--- config.mk ---
export PLATFORM = sky130hd
export DESIGN_NAME = ram_block_mover
export DESIGN_NICKNAME = d
export VERILOG_FILES = /design/src/rtl/ram_block_mover.sv
export SDC_FILE = /design/constraint.sdc
export NUM_CORES = 1
export LEC_CHECK = 0
export BUFFER_PORTS_ARGS = -buffer_cell sky130_fd_sc_hd__buf_4
export CAP_MARGIN = 10
export CORE_AREA = 2 2 94 96
export DETAILED_ROUTE_END_ITERATION = 8
export DIE_AREA = 0 0 96 98
export PLACE_DENSITY = 0.79
export SYNTH_ARGS = -nofsm -noshare
export SYNTH_HDL_FRONTEND = slang
export SYNTH_SLANG_ARGS = --single-unit
--- constraint.sdc ---
create_clock -name clk -period 3.6 [get_ports clk]
set_clock_uncertainty 0.2 [all_clocks]
set_input_delay 0 -clock clk [delete_from_list [all_inputs] [get_ports clk]]
set_output_delay 0 -clock clk [all_outputs]
set_load 0.01 [all_outputs]
--- src/rtl/ram_block_mover.sv ---
// Block mover: copies a region of RAM to another region (memmove order) or fills
// a region with a constant, driving a single-port RAM with 1-cycle registered reads.
module ram_block_mover #(
   parameter int addrSize    = 9,
   parameter int contentSize = 8
) (
   input  logic                   clk,
   input  logic                   reset,
   input  logic                   start,
   input  logic                   mode,
   input  logic [addrSize-1:0]    src_addr,
   input  logic [addrSize-1:0]    dst_addr,
   input  logic [addrSize:0]      length,
   input  logic [contentSize-1:0] fill_value,
   output logic                   busy,
   output logic                   done,
   output logic [addrSize-1:0]    ram_addr,
   output logic [contentSize-1:0] ram_wdata,
   output logic                   ram_write_rq,
   output logic                   ram_output_en,
   input  logic [contentSize-1:0] ram_rdata
);

   typedef enum logic [1:0] {
      IDLE   = 2'd0,
      RD     = 2'd1,
      WR     = 2'd2,
      FINISH = 2'd3
   } state_t;

   localparam logic [addrSize-1:0] IDX_ONE = addrSize'(1);
   localparam logic [addrSize:0]   CNT_ONE = (addrSize + 1)'(1);

   state_t                 state, state_nxt;
   logic                   cmd_mode, cmd_mode_nxt;
   logic                   cmd_down, cmd_down_nxt;
   logic [addrSize-1:0]    cmd_src, cmd_src_nxt;
   logic [addrSize-1:0]    cmd_dst, cmd_dst_nxt;
   logic [contentSize-1:0] cmd_fill, cmd_fill_nxt;
   logic [addrSize-1:0]    idx, idx_nxt;
   logic [addrSize:0]      remaining, remaining_nxt;
   logic                   busy_nxt, done_nxt;
   logic [addrSize-1:0]    ram_addr_nxt;
   logic                   write_rq_nxt, output_en_nxt;

   logic                   down_in;
   logic [addrSize-1:0]    first_idx;
   logic [addrSize-1:0]    idx_step;

   // In copy mode the word read in RD arrives on ram_rdata during WR and is written straight back.
   always_comb begin
      ram_wdata = cmd_mode ? cmd_fill : ram_rdata;
   end

   always_comb begin
      state_nxt     = state;
      cmd_mode_nxt  = cmd_mode;
      cmd_down_nxt  = cmd_down;
      cmd_src_nxt   = cmd_src;
      cmd_dst_nxt   = cmd_dst;
      cmd_fill_nxt  = cmd_fill;
      idx_nxt       = idx;
      remaining_nxt = remaining;
      busy_nxt      = busy;
      done_nxt      = 1'b0;
      ram_addr_nxt  = ram_addr;
      write_rq_nxt  = 1'b0;
      output_en_nxt = 1'b0;

      // Overlapping copy towards higher addresses must walk downwards to avoid clobbering its source.
      down_in   = !mode && (dst_addr > src_addr);
      first_idx = down_in ? (length[addrSize-1:0] - IDX_ONE) : '0;
      idx_step  = cmd_down ? (idx - IDX_ONE) : (idx + IDX_ONE);

      case (state)
         IDLE: begin
            if (start) begin
               cmd_mode_nxt  = mode;
               cmd_down_nxt  = down_in;
               cmd_src_nxt   = src_addr;
               cmd_dst_nxt   = dst_addr;
               cmd_fill_nxt  = fill_value;
               idx_nxt       = first_idx;
               remaining_nxt = length;
               if (length == '0) begin
                  state_nxt = FINISH;
                  done_nxt  = 1'b1;
                  busy_nxt  = 1'b0;
               end else if (mode) begin
                  state_nxt    = WR;
                  busy_nxt     = 1'b1;
                  ram_addr_nxt = dst_addr + first_idx;
                  write_rq_nxt = 1'b1;
               end else begin
                  state_nxt     = RD;
                  busy_nxt      = 1'b1;
                  ram_addr_nxt  = src_addr + first_idx;
                  output_en_nxt = 1'b1;
               end
            end
         end
         RD: begin
            state_nxt    = WR;
            ram_addr_nxt = cmd_dst + idx;
            write_rq_nxt = 1'b1;
         end
         WR: begin
            remaining_nxt = remaining - CNT_ONE;
            if (remaining == CNT_ONE) begin
               state_nxt = FINISH;
               done_nxt  = 1'b1;
               busy_nxt  = 1'b0;
            end else begin
               idx_nxt = idx_step;
               if (cmd_mode) begin
                  state_nxt    = WR;
                  ram_addr_nxt = cmd_dst + idx_step;
                  write_rq_nxt = 1'b1;
               end else begin
                  state_nxt     = RD;
                  ram_addr_nxt  = cmd_src + idx_step;
                  output_en_nxt = 1'b1;
               end
            end
         end
         FINISH: begin
            state_nxt = IDLE;
         end
         default: begin
            state_nxt = IDLE;
            busy_nxt  = 1'b0;
         end
      endcase
   end

   always_ff @(posedge clk) begin
      if (!reset) begin
         state         <= IDLE;
         cmd_mode      <= 1'b0;
         cmd_down      <= 1'b0;
         cmd_src       <= '0;
         cmd_dst       <= '0;
         cmd_fill      <= '0;
         idx           <= '0;
         remaining     <= '0;
         busy          <= 1'b0;
         done          <= 1'b0;
         ram_addr      <= '0;
         ram_write_rq  <= 1'b0;
         ram_output_en <= 1'b0;
      end else begin
         state         <= state_nxt;
         cmd_mode      <= cmd_mode_nxt;
         cmd_down      <= cmd_down_nxt;
         cmd_src       <= cmd_src_nxt;
         cmd_dst       <= cmd_dst_nxt;
         cmd_fill      <= cmd_fill_nxt;
         idx           <= idx_nxt;
         remaining     <= remaining_nxt;
         busy          <= busy_nxt;
         done          <= done_nxt;
         ram_addr      <= ram_addr_nxt;
         ram_write_rq  <= write_rq_nxt;
         ram_output_en <= output_en_nxt;
      end
   end

endmodule

# --- Word-level counts from Yosys, hierarchy flattened ---
# Index checks and enable logic that the tools add are counted.
word_totals:
  output_inout_bits: 21
  reg_bits: 62
  word_cells: 82
op_classes:
  n_reduce_logical: 11
  n_mux: 40
  n_eq_ne: 8
  n_lt_le_gt_ge: 1
  add_sub_neg: 9
ops:
  columns: ["op", "count"]
  rows:
  - ["$mux W9", 9]
  - ["$add A9 B9 Y9", 5]
  - ["$pmux W9 S3", 1]
  - ["$pmux W10 S2", 1]
  - ["$pmux W9 S2", 1]
  - ["$sub A9 B1 Y9 const B", 2]
  - ["$mux W1", 16]
  - ["$eq A10 B1 Y1 const B", 1]
  - ["$logic_not A10 Y1", 1]
  - ["$mux W10", 1]
  - ["$mux W2", 5]
  - ["$sub A10 B1 Y10 const B", 1]
  - ["$add A9 B1 Y9 const B", 1]
  - ["$gt A9 B9 Y1", 1]
  - ["$mux W8", 1]
  - ["$ne A2 B2 Y1 const B", 4]
  - ["$pmux W2 S4", 1]
  - ["$pmux W1 S2", 3]
  - ["$reduce_and A3 Y1", 2]
  - ["$eq A2 B2 Y1 const B", 2]
  - ["$reduce_and A2 Y1", 2]
  - ["$reduce_and A4 Y1", 1]
  - ["$pmux W1 S3", 1]
  - ["$reduce_bool A3 Y1", 1]
  - ["5 further kinds", 5]

# --- Logic depth before layout (Yosys ltp) ---
logic_depth:
  depth_word: 8
  mapped_depth: 18
  ltp_nobuf: 17

# --- Worst setup path before layout ---
# No wires, ideal clock.
synth_timing:
  path_type: "reg2reg"
  start: "register cmd_down"
  end: "register ram_addr[8]"
  path_stages_with_launch: 14
  required_ns: 3.272
  path_slack_ns: 0.303
  setup_ns: 0.128
  synth_period_minus_slack_ns: 3.297
  arrival_time_ns: 2.969
  path_cell_list: "dfxtp_1 ha_1 a21o_1 a21oi_1 o21bai_1 a21oi_1 xnor2_1 ha_1 and3_1 a211oi_1 a21oi_1 xnor3_1 a211oi_1 nor4_2"
synth_via:
  elab_chain_len: 5
  word_cells_on_any_way: 6
  classes_between: "add/sub: 2; mux: 4"
synth_rtl:
  columns: ["element", "line", "rtl"]
  rows:
  - ["from (decl)", "36", "logic cmd_down, cmd_down_nxt;"]
  - ["from (signal assigned)", "154", "cmd_down <= cmd_down_nxt;"]
  - ["$mux W9 (*)", "73", "idx_step = cmd_down ? (idx - IDX_ONE) : (idx + IDX_ONE);"]
  - ["$add A9 B9 Y9 (on tied branches)", "121, 117", null]
  - ["$mux W9 (*)", "115", "if (cmd_mode) begin"]
  - ["$mux W9 (*)", "109", "if (remaining == CNT_ONE) begin"]
  - ["$pmux W9 S3 (*)", "75", "case (state)"]
  - ["to (signal assigned)", "162", "ram_addr <= ram_addr_nxt;"]
  - ["to (decl)", "17", "output logic [addrSize-1:0] ram_addr,"]
# Mark *: on every way between the ends. The rest lies on a longest branch, timed or not. The select of a mux whose other input is x is not followed.
# A chain may end at the register's enable or synchronous reset.

# --- Worst setup path after layout ---
layout_timing:
  start: "input port src_addr[0]"
  end: "register ram_addr[8]"
layout_via:
  elab_chain_len: 8
  word_cells_on_any_way: 9
  classes_between: "add/sub: 2; order compare: 1; mux: 5; reduce/logical: 1"
layout_rtl:
  columns: ["element", "line", "rtl"]
  rows:
  - ["from (decl)", "11", "input logic [addrSize-1:0] src_addr,"]
  - ["$gt A9 B9 Y1", "71", "down_in = !mode && (dst_addr > src_addr);"]
  - ["$logic_and A1 B1 Y1", "71", null]
  - ["$mux W9", "72", "first_idx = down_in ? (length[addrSize-1:0] - IDX_ONE) : '0;"]
  - ["$add A9 B9 Y9 (on tied branches)", "97, 92", null]
  - ["$mux W9 (*)", "89", "end else if (mode) begin"]
  - ["$mux W9 (*)", "85", "if (length == '0) begin"]
  - ["$mux W9 (*)", "77", "if (start) begin"]
  - ["$pmux W9 S3 (*)", "75", null]
# Marks and branches as above.

==> qor.yml <==
reg2reg_depth: 15
seqCellArea_mm2: 0.001242
clock_sinks: 62
maxCapViolations: 0
hold_end: "ram_wdata[0]"
hpwl_mm: 10.43
grt-ovfl-total: 0
syn_nets: 711
r2r_slack_ns: 0.21
end_kind: "flip-flop"
core_area_mm2: 0.008466
multi_input_area_mm2: 0.003294
min_path_type: "in2out"
n_fill_cell: 677
finalCritPeriodShare: 0.9565
crit_fanout: 6
worst_ep_required_time_ns: 3.61
r2r_end: "ram_addr[8]"
drive_above_1_share: 0.1813
fin_ws_ns: 0.1567
first_pass_iters: 5
numCtsBuffers: 9
slew_headroom: 0.4656
dpl_worst_slack_ns: 0.04741
synthSimpleGateAreaFrac: 0.1783
grt_max_degree: 47
htreeDepth: 3
synth_area_mm2: 0.004786
clockRootBuffer: "clkbuf_8"
hold_ws_ns: 0.1103
r2r-start: "idx[1]"
wl_per_cell_um: 17.19
tightest_slew_ns: 0.7963
clock.fmax_ghz: 0.2904
final_common_cell: "nand2_1"
clk_path_buf_depth: 2
grt_pass1_vias: 4850
place.gp.congestion: 1.039
run_status: "complete, no violations"
die_w_um: 96
postRouteAntennaNets: 0
synth_compound_area_frac: 0.2502
synthMuxAreaShare: 0.05020
hold_depth: 3
synth-warning-count: 0
vdd_drop_max_mv: 0.2433
synthesis.instances: 611
grt_usage: 0.3079
final_cell_mix: "nand2_1 (91), buf_4 (84), a21oi_1 (68)"
synthXorXnorAreaFrac: 0.06510
placed_area_mm2: 0.005391
async_reset_ff_frac: 0
num_vias: 4896
wl_mm: 14.18
nets: 812
synth_top_family_by_area: "compound AO/OA/AOI/OAI gates"
synth_fa_ha_area_frac: 0.1422
io_buffers: 68
stdcell_area_mm2: 0.005984
vias_per_cell: 5.935
areaGrowthSynthToFinish_pct: 25.05
avgSynthCellArea_um2: 7.833
clkTransAtPathRegs_ns: 0.07
finalHoldViolCount: 0
fp-row-count: 34
initial_utilization: 0.5653
post-route-min-period_ns: 3.443
crit_path_start_kind: "primary input"
synth_edf_count: 0
seq_area_frac_synth: 0.2593
synth_flop_cell: "dfxtp_1"
first_iter_violations: 291
drc: 0
cts_tree: "done"
drv_slew: 0
worst_ep_arrival_time_ns: 3.45
synth_cell_types: 65
antenna_cells: 0
synth_seq_cells: 62
grt_first_pass_wirelength_mm: 22.79
cellPowerDensity_mw_per_mm2: 452.5
worstSetupPathType: "in2reg"
setup_viol: 0
antenna_found_initial: 0
min_from: "ram_rdata[0]"
io-pin-count: 69
die_h_um: 98
fp.dieArea_mm2: 0.009408
p_leak_nw: 2.659
clkLatencyLatePin_ns: 0.35
## synth_stat cells (all sizes together) (6+ instances only)
library cell	n	share of area
nor4	6	0.010
nor3	14	0.015
inv	30	0.024
nand2	91	0.071
mux2	16	0.038
a31oi	7	0.0091
o211ai	9	0.014
buf	9	0.0094
xnor2	25	0.046
nand2b	6	0.0078
o21a	10	0.016
dfxtp	62	0.26
a211oi	11	0.017
nor2	45	0.035
xor2	8	0.015
a21oi	68	0.071
mux2i	6	0.013
ha	48	0.13
clkbuf	24	0.021
a21o	10	0.016
o21ai	30	0.031
## how the worst max path moves through the flow
stage	start	end	slack [ns]
finish	src_addr[0]	ram_addr[8]	0.16
global placement	src_addr[8]	ram_addr[8]	0.17
detailed placement	src_addr[3]	ram_addr[8]	0.05
CTS	src_addr[0]	ram_addr[8]	0.15
floorplan	cmd_down	ram_addr[8]	0.30
global route	src_addr[0]	ram_addr[8]	-0.01
## per-stage QoR
| stage | TNS, ns | total power, mW | instances | util |
|---|---|---|---|---|
| finish | 0 | 2.708 | 825 | 0.7069 |
| global route | -0.01170 | 2.881 | 825 | 0.7069 |
| CTS | 0 | 2.685 | 823 | 0.7037 |
| detailed placement | 0 | 2.093 | 768 | 0.6369 |
| global placement | 0 | 2.051 | 768 | 0.6369 |
| floorplan | 0 | 1.723 | 611 | - |
## layer usage
layer / global-route usage / vias to the layer above / share of wire
met5: 0 / - / 0
met4: 0.1385 / 0 / 0.037
met3: 0.06096 / 41 / 0.064
met2: 0.5091 / 165 / 0.48
met1: 0.3815 / 2301 / 0.42
li1: - / 2389 / -
## registers in the layout, summed over array words and instances (netlist names)
register and count:
cmd_mode 1, ram_write_rq 1, remaining 10, state 2, cmd_down 1, cmd_fill 8, done 1, ram_output_en 1
cmd_dst 9, ram_addr 9, busy 1, idx 9, cmd_src 9
## timing repair
action,4_1_cts,5_1_grt
buffers inserted,0,2
hold buffers,39,0
setup endpoints to repair,0,2
gates resized for setup,0,3
endpoints found under the hold margin,50,0
## layout make-up
cell class | count | share of cell area
clock buffers | 10 | 0.02300
well taps | 108 | 0.02258
repair buffers | 123 | 0.1706
inverters | 31 | 0.01944
multi-input cells | 485 | 0.5505
flip-flops and latches | 62 | 0.2076
clock inverters | 6 | 0.006272
## cell families after synthesis
group / after synthesis
xor+xnor: 34
flops: 62
mux: 22
fa+ha+maj: 52
compound gates: 187
buf+inv: 64
simple gates: 190
## worst max-delay path: stages
cell and delay (ns):
dlygate4sd3_1 0.56, buf_4 0.15, ha_1 0.19, inv_1 0.05, a21oi_1 0.06, o211ai_1 0.19, buf_4 0.16, nand2_1 0.14
nor2_1 0.20, ha_1 0.20, inv_1 0.06, fa_1 0.40, nor2b_1 0.14, o21a_1 0.15, a31o_2 0.17, o41a_1 0.15
a21oi_1 0.05, nor4b_1 0.34, nor4_2 0.08
## report_power, final
group	internal, mW	switching, mW
Clock	0.265	0.298
Sequential	0.798	0.0967
Combinational	0.538	0.713
Total	1.60	1.11
(Power assumes the default switching activity.)
